[config.mk]
export PLATFORM = sky130hd
export DESIGN_NAME = fp_mul_round_flat
export DESIGN_NICKNAME = d
export VERILOG_FILES = /design/src/rtl/fp_mul_round_pkg.sv /design/src/rtl/fp_mul_round_if.sv /design/src/rtl/fp_mul_round_rne.sv /design/src/rtl/fp_mul_round.sv /design/src/flat_wrapper.sv
export SDC_FILE = /design/constraint.sdc
export NUM_CORES = 1
export LEC_CHECK = 0
export ABC_AREA = 1
export BUFFER_PORTS_ARGS = -buffer_cell sky130_fd_sc_hd__buf_4
export CORE_UTILIZATION = 54
export CTS_CLUSTER_SIZE = 30
export DETAILED_ROUTE_END_ITERATION = 10
export GPL_TIMING_DRIVEN = 1
export PLACE_DENSITY = 0.81
export RECOVER_POWER = 100
export SLEW_MARGIN = 15
export SYNTH_ARGS = -nofsm -noshare
export SYNTH_HDL_FRONTEND = slang
export SYNTH_SLANG_ARGS = --single-unit
[constraint.sdc]
create_clock -name clk -period 2.6 [get_ports clk]
set_input_delay 0.13 -clock clk [delete_from_list [all_inputs] [get_ports clk]]
set_output_delay 0.13 -clock clk [all_outputs]
set_load 0.03 [all_outputs]
[src/rtl/fp_mul_round_pkg.sv]
// Shared widths, constants, flag indices and the stage-1 register layout
// for the floating-point multiplier normalize/round/pack stage.
package fp_pkg;

  localparam int FP_BIAS   = 127;
  localparam int FP_EXP_W  = 8;
  localparam int FP_MANT_W = 23;
  localparam int FP_PROD_W = 48;
  localparam int FP_E_W    = 10;
  localparam int FP_FLAG_W = 4;

  localparam logic [31:0] FP_QNAN = 32'h7FC0_0000;

  localparam int FLAG_INEXACT   = 0;
  localparam int FLAG_UNDERFLOW = 1;
  localparam int FLAG_OVERFLOW  = 2;
  localparam int FLAG_INVALID   = 3;

  // Working exponent: wide and signed so overflow/underflow survive to stage 2.
  typedef logic signed [FP_E_W-1:0] fp_exp_t;

  typedef struct packed {
    logic                 sign;
    fp_exp_t              e;
    logic [FP_MANT_W-1:0] mant;
    logic                 guard;
    logic                 sticky;
    logic                 a_zero;
    logic                 a_inf;
    logic                 b_zero;
    logic                 b_inf;
  } fp_s1_t;

endpackage

[src/rtl/fp_mul_round_if.sv]
// Valid/ready bundle between the multiplier datapath, this stage and its consumer.
interface fp_mul_round_if;
  import fp_pkg::*;

  logic                 in_valid;
  logic                 in_ready;
  logic                 in_sign;
  logic [FP_EXP_W-1:0]  in_exp_a;
  logic [FP_EXP_W-1:0]  in_exp_b;
  logic [FP_PROD_W-1:0] in_prod;
  logic                 out_valid;
  logic                 out_ready;
  logic [31:0]          out_result;
  logic [FP_FLAG_W-1:0] out_flags;

  modport master (
    output in_valid, in_sign, in_exp_a, in_exp_b, in_prod, out_ready,
    input  in_ready, out_valid, out_result, out_flags
  );

  modport slave (
    input  in_valid, in_sign, in_exp_a, in_exp_b, in_prod, out_ready,
    output in_ready, out_valid, out_result, out_flags
  );

endinterface

[src/rtl/fp_mul_round_rne.sv]
// Combinational mantissa rounding. FP_RNE_EN selects round-to-nearest-even;
// without it the mantissa is truncated but inexact is still reported.
module fp_round_rne
  import fp_pkg::*;
(
  input  logic [FP_MANT_W-1:0] mant,
  input  logic                 guard,
  input  logic                 sticky,
  input  fp_exp_t              e,
  output logic [FP_MANT_W-1:0] mant_rnd,
  output fp_exp_t              e_rnd,
  output logic                 inexact
);

  logic               round_up;
  logic [FP_MANT_W:0] mant_inc;

`ifdef FP_RNE_EN
  assign round_up = guard & (sticky | mant[0]);
`else
  assign round_up = 1'b0;
`endif

  assign mant_inc = {1'b0, mant} + {{FP_MANT_W{1'b0}}, round_up};
  assign mant_rnd = mant_inc[FP_MANT_W-1:0];
  // Carry out of the fraction means 1.111..1 rounded up to 10.000..0.
  assign e_rnd    = e + fp_exp_t'({{(FP_E_W-1){1'b0}}, mant_inc[FP_MANT_W]});
  assign inexact  = guard | sticky;

endmodule

[src/rtl/fp_mul_round.sv]
// Two-stage valid/ready normalize then round/pack of a 48-bit mantissa product
// into an IEEE single with flags. Rounding mode selected by FP_RNE_EN.
module fp_mul_round
  import fp_pkg::*;
(
  input  logic          clk,
  input  logic          rst,
  fp_mul_round_if.slave bus
);

  localparam fp_exp_t E_ONE  = fp_exp_t'(1);
  localparam fp_exp_t E_ZERO = fp_exp_t'(0);
  localparam fp_exp_t E_MAX  = fp_exp_t'((1 << FP_EXP_W) - 1);
  localparam fp_exp_t E_BIAS = fp_exp_t'(FP_BIAS);
  localparam logic [FP_EXP_W-1:0] EXP_ALL1 = {FP_EXP_W{1'b1}};

  fp_s1_t               s1_next;
  fp_s1_t               s1_reg;
  logic                 s1_valid_reg;
  logic                 s2_valid_reg;
  logic [31:0]          result_next;
  logic [31:0]          result_reg;
  logic [FP_FLAG_W-1:0] flags_next;
  logic [FP_FLAG_W-1:0] flags_reg;

  logic    s1_advance;
  logic    s2_advance;
  logic    in_fire;
  fp_exp_t e_sum;

  logic [FP_MANT_W-1:0] mant_rnd;
  fp_exp_t              e_rnd;
  logic                 rnd_inexact;

  assign s2_advance  = s2_valid_reg & bus.out_ready;
  assign s1_advance  = s1_valid_reg & (~s2_valid_reg | s2_advance);
  assign bus.in_ready = ~s1_valid_reg | s1_advance;
  assign in_fire     = bus.in_valid & bus.in_ready;

  assign e_sum = fp_exp_t'({2'b00, bus.in_exp_a}) + fp_exp_t'({2'b00, bus.in_exp_b}) - E_BIAS;

  // Stage 1: pick the normalization window on the product's top bit.
  always_comb begin
    s1_next        = '0;
    s1_next.sign   = bus.in_sign;
    if (bus.in_prod[FP_PROD_W-1]) begin
      s1_next.mant   = bus.in_prod[46:24];
      s1_next.guard  = bus.in_prod[23];
      s1_next.sticky = |bus.in_prod[22:0];
      s1_next.e      = e_sum + E_ONE;
    end else begin
      s1_next.mant   = bus.in_prod[45:23];
      s1_next.guard  = bus.in_prod[22];
      s1_next.sticky = |bus.in_prod[21:0];
      s1_next.e      = e_sum;
    end
    s1_next.a_zero = (bus.in_exp_a == '0);
    s1_next.a_inf  = (bus.in_exp_a == EXP_ALL1);
    s1_next.b_zero = (bus.in_exp_b == '0);
    s1_next.b_inf  = (bus.in_exp_b == EXP_ALL1);
  end

  fp_round_rne u_round (
    .mant     (s1_reg.mant),
    .guard    (s1_reg.guard),
    .sticky   (s1_reg.sticky),
    .e        (s1_reg.e),
    .mant_rnd (mant_rnd),
    .e_rnd    (e_rnd),
    .inexact  (rnd_inexact)
  );

  // Stage 2: specials first, then range checks on the rounded exponent.
  always_comb begin
    result_next = '0;
    flags_next  = '0;
    if ((s1_reg.a_inf & s1_reg.b_zero) | (s1_reg.b_inf & s1_reg.a_zero)) begin
      result_next              = FP_QNAN;
      flags_next[FLAG_INVALID] = 1'b1;
    end else if (s1_reg.a_inf | s1_reg.b_inf) begin
      result_next = {s1_reg.sign, EXP_ALL1, {FP_MANT_W{1'b0}}};
    end else if (s1_reg.a_zero | s1_reg.b_zero) begin
      result_next = {s1_reg.sign, {(FP_EXP_W + FP_MANT_W){1'b0}}};
    end else if (e_rnd >= E_MAX) begin
      result_next               = {s1_reg.sign, EXP_ALL1, {FP_MANT_W{1'b0}}};
      flags_next[FLAG_OVERFLOW] = 1'b1;
      flags_next[FLAG_INEXACT]  = 1'b1;
    end else if (e_rnd <= E_ZERO) begin
      result_next                = {s1_reg.sign, {(FP_EXP_W + FP_MANT_W){1'b0}}};
      flags_next[FLAG_UNDERFLOW] = 1'b1;
      flags_next[FLAG_INEXACT]   = 1'b1;
    end else begin
      result_next              = {s1_reg.sign, e_rnd[FP_EXP_W-1:0], mant_rnd};
      flags_next[FLAG_INEXACT] = rnd_inexact;
    end
  end

  always_ff @(posedge clk or negedge rst) begin
    if (!rst) begin
      s1_valid_reg <= 1'b0;
      s2_valid_reg <= 1'b0;
      result_reg   <= '0;
      flags_reg    <= '0;
    end else begin
      if (bus.in_ready) begin
        s1_valid_reg <= bus.in_valid;
      end
      if (!s2_valid_reg || s2_advance) begin
        s2_valid_reg <= s1_valid_reg;
      end
      if (s1_advance) begin
        result_reg <= result_next;
        flags_reg  <= flags_next;
      end
    end
  end

  always_ff @(posedge clk) begin
    if (in_fire) begin
      s1_reg <= s1_next;
    end
  end

  // Outputs read zero whenever nothing is presented, including during reset.
  assign bus.out_valid  = s2_valid_reg;
  assign bus.out_result = s2_valid_reg ? result_reg : '0;
  assign bus.out_flags  = s2_valid_reg ? flags_reg  : '0;

endmodule

[src/flat_wrapper.sv]
// flat-port wrapper written by rule: the top's interface ports become plain ports
module fp_mul_round_flat import fp_pkg::*;
  (clk, rst, bus_in_valid, bus_in_sign, bus_in_exp_a, bus_in_exp_b, bus_in_prod, bus_out_ready, bus_in_ready, bus_out_valid, bus_out_result, bus_out_flags);
  fp_mul_round_if bus_i ();
  input  logic clk;
  input  logic rst;
  input wire logic [$bits(bus_i.in_valid)-1:0] bus_in_valid;
  input wire logic [$bits(bus_i.in_sign)-1:0] bus_in_sign;
  input wire logic [$bits(bus_i.in_exp_a)-1:0] bus_in_exp_a;
  input wire logic [$bits(bus_i.in_exp_b)-1:0] bus_in_exp_b;
  input wire logic [$bits(bus_i.in_prod)-1:0] bus_in_prod;
  input wire logic [$bits(bus_i.out_ready)-1:0] bus_out_ready;
  output wire logic [$bits(bus_i.in_ready)-1:0] bus_in_ready;
  output wire logic [$bits(bus_i.out_valid)-1:0] bus_out_valid;
  output wire logic [$bits(bus_i.out_result)-1:0] bus_out_result;
  output wire logic [$bits(bus_i.out_flags)-1:0] bus_out_flags;
  assign bus_i.in_valid = bus_in_valid;
  assign bus_i.in_sign = bus_in_sign;
  assign bus_i.in_exp_a = bus_in_exp_a;
  assign bus_i.in_exp_b = bus_in_exp_b;
  assign bus_i.in_prod = bus_in_prod;
  assign bus_i.out_ready = bus_out_ready;
  assign bus_in_ready = bus_i.in_ready;
  assign bus_out_valid = bus_i.out_valid;
  assign bus_out_result = bus_i.out_result;
  assign bus_out_flags = bus_i.out_flags;
  fp_mul_round u_core (.clk(clk), .rst(rst), .bus(bus_i));
endmodule
==> flow_summary.json, run 1 <==
{
  "result_of_the_run": "complete, no violations",
  "finalHoldViolCount": 0,
  "synth_common_cells": "224 x sky130_fd_sc_hd__nand2_1, 97 x sky130_fd_sc_hd__inv_1, 40 x sky130_fd_sc_hd__edfxtp_1, 38 x sky130_fd_sc_hd__dfrtp_1, 30 x sky130_fd_sc_hd__nor2_1",
  "criticalPathCategory": "input pin to flip-flop",
  "postSynth.asyncResetShare_pct": 48.72,
  "postSynthNetCount": 654,
  "synth.lib_cells_used.distinct": 33,
  "synth_area_mm2": 0.004369,
  "pwr_total_mw": 3.278,
  "synthFlopType": "sky130_fd_sc_hd__edfxtp_1",
  "fp.dieW_um": 91.95,
  "cellLeakagePower_nw": 2.834,
  "largest_register_ffs": 40,
  "clock_tree.root_cell": "sky130_fd_sc_hd__clkbuf_8",
  "worst-endpoint-required_ns": 2.70,
  "critical_path.cell_chain": "clkbuf_1 > ha_1 > fa_1 > inv_1 > nand2_1 > nand2_1 > inv_1 > ha_1 > nand2_1 > inv_1 > nand3_1 > nand2_2 > nor2_1 > nand2_1 > nor2_1 > nand3_1 > nand2_1 > nand2_1",
  "final.setup_skew_ns": 0.01403,
  "first_pass_iters": 5,
  "cts.sink_count": 78,
  "postRouteWirelength_mm": 9.618,
  "crit_buf_inv": 4,
  "clock_tree_from_tritoncts": "yes",
  "powerDensity_mw_per_mm2": 618.1,
  "final.period_utilization_pct": 85.94,
  "grt_max_degree": 41,
  "placed_cells_incl_taps": 770,
  "place.port_buffers": 106,
  "final_cell_count_without_fillers": 789,
  "start_util_pct": 56.25,
  "grt_setup_unrepaired": "false",
  "critical-path-max-stage-delay_ns": 0.45,
  "clkLatencyLatePin_ns": 0.35,
  "yosys.cell_count.top_type": "sky130_fd_sc_hd__nand2_1",
  "holdWs_ns": 0.04591,
  "syn_avg_cell_area_um2": 7.625,
  "rd_place_congestion": 0.8868,
  "diodes": 0,
  "syn_inst": 573,
  "timing.max_slew.rel_slack_pct": 12.98,
  "dieHeight_um": 91.95,
  "timing.critical_path.slowest_stage_cell": "sky130_fd_sc_hd__fa_1",
  "timing.critical_path.arrival_ns": 2.33,
  "final.min_clock_period_ns": 2.234,
  "setup-violations-final": 0,
  "detailed_place_hpwl_mm": 7.084,
  "synthesis.yosys.warnings": 0,
  "synth_sequential_area_ratio_pct": 49.26,
  "fin_tns_setup_ns": 0,
  "fp.dieArea_mm2": 0.008455,
  "synth.top_cell.area_share_pct": 27.49,
  "worst_path_clk_slew_ns": 0.09,
  "drt_first_iter_violations": 229,
  "synthTopCellsByArea": "sky130_fd_sc_hd__edfxtp_1 27%, sky130_fd_sc_hd__dfrtp_1 22%, sky130_fd_sc_hd__nand2_1 19%, sky130_fd_sc_hd__inv_1 8.3%, sky130_fd_sc_hd__ha_1 3.2%",
  "multiInputGateArea_mm2": 0.001779,
  "final_max_slew_viol_count": 0,
  "layout.nets": 763,
  "vias": 3971,
  "synth_top_cell_by_area": "sky130_fd_sc_hd__edfxtp_1",
  "path_common_cell": "sky130_fd_sc_hd__nand2_1",
  "stdcell_area_mm2": 0.005303,
  "worst_setup_path_start_kind": "input pin",
  "number_of_flops_mapped_to_enable_cells_by_yosys": 40,
  "slew_at_the_pin_closest_to_its_max_slew_limit_ns": 1.305,
  "achievable-frequency_ghz": 0.4475,
  "number_of_antenna_violations_at_the_first_check_in_global_routing": 0,
  "post_route_cells_drive_above_1_share_pct": 13.25,
  "drt-wirelength-per-cell_um": 12.19,
  "cap_violations": 0,
  "placement_rows": 32,
  "postPlaceCellArea_mm2": 0.005266,
  "cp_max_fo": 4,
  "layout.filler_cells": 698,
  "numCtsBuffers": 9,
  "syn_to_final_growth_pct": 21.36,
  "ioPinCount": 107,
  "critPathTopFamily": "simple AND/OR/NAND/NOR gates",
  "avgViaCountPerCell": 5.033,
  "peakVddDrop_uv": 308.7,
  "cts.htree.levels": 3,
  "ff_latch_area_mm2": 0.002152,
  "overall_global_routing_resource_usage_pct": 24.29,
  "drt.antenna.violating_nets": 0,
  "flip_flop_and_latch_count_after_synthesis": 78,
  "cp-end-kind": "flip-flop",
  "grt_remaining_overflow": 0,
  "detail_route.drc_violations": 0,
  "min_path_type": "input pin to flip-flop",
  "cts.path.max_buffers": 2,
  "grt_first_pass_wirelength_mm": 16.17,
  "core_region_area_mm2": 0.007767,
  "grt_pass1_vias": 3711
}
==> cells by family after synthesis <==
kind of cell | count (synthesis) | share of synthesized area (%)
AO/OA/AOI/OAI | 44 | 5.527
XOR/XNOR | 4 | 0.8020
adder cells (fa/ha/maj) | 12 | 3.608
buffers and inverters | 114 | 9.794
flip-flops | 78 | 49.26
AND/OR/NAND/NOR | 321 | 31.01
==> worst register-to-register path, cell delays in order (launching register included) <==
cell and delay [ns]:
sky130_fd_sc_hd__dfrtp_1 0.40, sky130_fd_sc_hd__nand2_1 0.10, sky130_fd_sc_hd__nand2_1 0.33, sky130_fd_sc_hd__nor2_4 0.34, sky130_fd_sc_hd__nand2_1 0.13, sky130_fd_sc_hd__inv_1 0.15, sky130_fd_sc_hd__nand3_2 0.30, sky130_fd_sc_hd__o21ai_0 0.35
==> through the flow <==
stage / util [%] / setup WS (ns)
detailed placement: 67.80 / 0.07968
global route: 68.27 / 0.1431
floorplan: - / 0.2404
CTS: 70.63 / 0.4015
global placement: 67.80 / 0.1957
finish: 68.27 / 0.3655
==> final cells by class <==
cell class	count	share of cell area [%]
well taps	102	2.407
repair buffers	113	12.86
multi-input cells	381	33.55
flip-flops and latches	78	40.59
clock buffers	10	2.407
inverters	99	7.008
clock inverters	6	1.180
==> layer usage <==
layer	track usage [%]	wire length, um	vias up
met3	4.892	543	16
met5	0	0	-
met2	42.04	4681	138
met1	29.62	4218	1794
met4	9.896	174	0
li1	-	-	2023
==> placed cells by master, fill, tap and decap left out, drive strengths merged, types with 11 or more instances in the layout <==
master,instances
edfxtp,40
inv,99
a21oi,12
nor2,34
nand3,29
nand4,12
o21ai,27
clkbuf,58
nand2,227
dfrtp,38
ha,11
buf,62
==> final timing paths <==
kind                                    endpoint                  from  depth (start not counted)  slack [ns]
hold reg to reg            u_core.result_reg[31]     u_core.s1_reg[39]                          1        0.49
max in group asynchronous  u_core.result_reg[25]                   rst                          2        1.56
min in group asynchronous   u_core.result_reg[9]                   rst                          2        0.46
setup / recovery               u_core.s1_reg[37]       bus_in_exp_b[0]                         18        0.37
hold / removal                 u_core.s1_reg[12]       bus_in_prod[29]                          3        0.05
setup reg to reg            u_core.result_reg[4]  u_core.bus.out_valid                          7        0.40
==> report_power, final <==
group	internal, mW	switching (mW)
Clock	0.442	0.437
Combinational	0.275	0.596
Sequential	1.46	0.0651
Total	2.18	1.10
==> timing repair <==
action | 4_1_cts | 5_1_grt
setup buffers | 0 | 0
hold buffers | 3 | 0
endpoints found under the hold margin | 40 | 0
resized for setup | 0 | 0
No activity file was read; power rests on OpenSTA's default activity.
==> run 2, diff against run 1 <==
==> constraint.sdc (replaced) <==
create_clock -name clk -period 2.4 [get_ports clk]
set_input_delay 0.12 -clock clk [delete_from_list [all_inputs] [get_ports clk]]
set_output_delay 0.12 -clock clk [all_outputs]
set_load 0.03 [all_outputs]
==> flow_summary.json, run 2 (synthesis gave the netlist of run 1 again) <==
{
  "top_usage_layer": "met2",
  "timing.critical_path.arrival_ns": 2.08,
  "finalHoldViolCount": 0,
  "setup-violations-final": 0,
  "post_cts.resized_instances": 0,
  "cts.htree.levels": 3,
  "cap_violations": 0,
  "grt_max_degree": 41,
  "timing.critical_path.slowest_stage_cell": "sky130_fd_sc_hd__clkbuf_1",
  "power.net_switching_mw": 1.236,
  "powerDensity_mw_per_mm2": 655.2,
  "start_util_pct": 56.25,
  "crit_buf_inv": 4,
  "final.min_clock_period_ns": 2.205,
  "achievable-frequency_ghz": 0.4535,
  "reg2reg_slack_ns": 0.25,
  "grt_setup_unrepaired": "false",
  "clkLatencyLatePin_ns": 0.36,
  "hold_path_end": "u_core.bus.out_valid",
  "min_path_type": "input pin to flip-flop",
  "fp.dieW_um": 91.95,
  "use_met2_pct": 41.48,
  "clockPowerShare_pct": 25.7,
  "worst_reg_to_reg_cells": 7,
  "critical_path.cell_chain": "buf_4 > clkbuf_1 > nand2_1 > inv_1 > clkbuf_2",
  "avgViaCountPerCell": 4.955,
  "seqPwrFrac_pct": 47.0,
  "critPathTopFamily": "buffers and inverters",
  "result_of_the_run": "complete, no violations",
  "grt.met1_usage_pct": 28.65,
  "cts_setup_buffers": 0,
  "cts.sink_count": 78,
  "cp-end-kind": "output port",
  "worst_setup_path_start_kind": "flip-flop",
  "first_pass_iters": 4,
  "p_sw_share_pct": 35.11,
  "layout_commonest_cell": "sky130_fd_sc_hd__nand2_1",
  "drt_first_iter_violations": 160,
  "numCtsBuffers": 9,
  "placement_rows": 32,
  "cellLeakagePower_nw": 2.924,
  "layout.nets": 770,
  "holdWs_ns": 0.02466,
  "final.period_utilization_pct": 91.87,
  "grt_pass1_vias": 3650,
  "diodes": 0,
  "fin_ws_ns": 0.1950,
  "syn_to_final_growth_pct": 22.91,
  "drt.antenna.violating_nets": 0,
  "cellInternalPower_mw": 2.283,
  "cts.path.max_buffers": 2,
  "number_of_antenna_violations_at_the_first_check_in_global_routing": 0,
  "slew_at_the_pin_closest_to_its_max_slew_limit_ns": 1.324,
  "grt_use_met3_pct": 4.892,
  "final.setup_skew_ns": 0.01461,
  "peakVddDrop_uv": 275.3,
  "detail_route.drc_violations": 0,
  "ioPinCount": 107,
  "cp_max_fo": 21,
  "timing.rr.start": "u_core.bus.out_valid",
  "core_region_area_mm2": 0.007767,
  "clock_tree.root_cell": "sky130_fd_sc_hd__clkbuf_8",
  "pre_cts_slack_ns": -0.08282,
  "critical-path-max-stage-delay_ns": 0.70,
  "grt_first_pass_wirelength_mm": 15.66,
  "worst-endpoint-required_ns": 2.28,
  "grt_remaining_overflow": 0,
  "fin_tns_setup_ns": 0,
  "detailed_place_hpwl_mm": 7.192,
  "clock_tree_from_tritoncts": "yes",
  "criticalPathCategory": "flip-flop to output port",
  "min_path_cells": 4,
  "rd_place_congestion": 0.8750,
  "mostFrequentLayoutCells": "224 x sky130_fd_sc_hd__nand2_1, 97 x sky130_fd_sc_hd__inv_1, 65 x sky130_fd_sc_hd__buf_4",
  "largest_register_ffs": 40,
  "dieHeight_um": 91.95,
  "drt-wirelength-per-cell_um": 11.93,
  "timing.max_slew.rel_slack_pct": 11.76,
  "worst_path_clk_slew_ns": 0.09,
  "vias": 3944,
  "place.port_buffers": 106,
  "final_util_pct": 69.14,
  "power_share_of_the_combinational_group_pct": 27.3,
  "fp.dieArea_mm2": 0.008455,
  "overall_global_routing_resource_usage_pct": 23.42,
  "post_route_cells_drive_above_1_share_pct": 17.15,
  "postRouteWirelength_mm": 9.500,
  "cts_hold_repair.buffers": 3,
  "min_from": "bus_out_ready",
  "r2r-end": "u_core.result_reg[21]",
  "final_max_slew_viol_count": 0
}
-- run 2: area by class of cell --
cell class / count / area (um^2)
Tap cell: 102 / 127.6
Fill cell: 660 / 2397
Clock buffer: 9 / 123.9
Clock inverter: 7 / 56.30
Inverter: 99 / 371.6
Timing Repair Buffer: 120 / 752.0
Sequential cell: 78 / 2152
Multi-Input combinational cell: 381 / 1787
-- run 2: how the worst max path moves through the flow --
stage,cells past startpoint,end,start
after global placement,12,u_core.s1_reg[38],bus_in_exp_b[0]
after floorplan,4,u_core.s1_reg[0],u_core.bus.out_valid
after CTS,15,u_core.s1_reg[38],bus_in_exp_b[0]
final,5,bus_out_result[0],u_core.bus.out_valid
after global routing,5,bus_out_result[20],u_core.bus.out_valid
after detailed placement,15,u_core.s1_reg[38],bus_in_exp_b[0]
-- run 2: power groups by stage --
stage,registers (mW),logic [mW],clock network [mW]
floorplan,1.67,0.660,0
global route,1.67,1.08,0.974
global placement,1.67,1.01,0
CTS,1.65,1.04,0.916
detailed placement,1.68,1.03,0
finish,1.65,0.960,0.905
-- run 2: stage by stage --
stage          std cells  cell area [um^2]  total power, mW
5_1_grt              796              5370            3.722
2_1_floorplan        573              4369            2.327
6_report             796              5370            3.519
4_1_cts              796              5529            3.607
3_5_place_dp         777              5319            2.711
3_3_place_gp         777              5319            2.678
-- run 2: worst min-delay path, stage by stage --
cell and delay (ns):
sky130_fd_sc_hd__buf_4 0.08, sky130_fd_sc_hd__inv_1 0.04, sky130_fd_sc_hd__nand2_1 0.07, sky130_fd_sc_hd__nand2_1 0.05
-- run 2: layer usage --
layer / part of all wire, % / up-vias / wire length (um)
met3: 6.0 / 10 / 571
met1: 44 / 1750 / 4165
met4: 0.92 / 0 / 87
li1: - / 2038 / -
met5: 0 / - / 0
met2: 49 / 146 / 4676
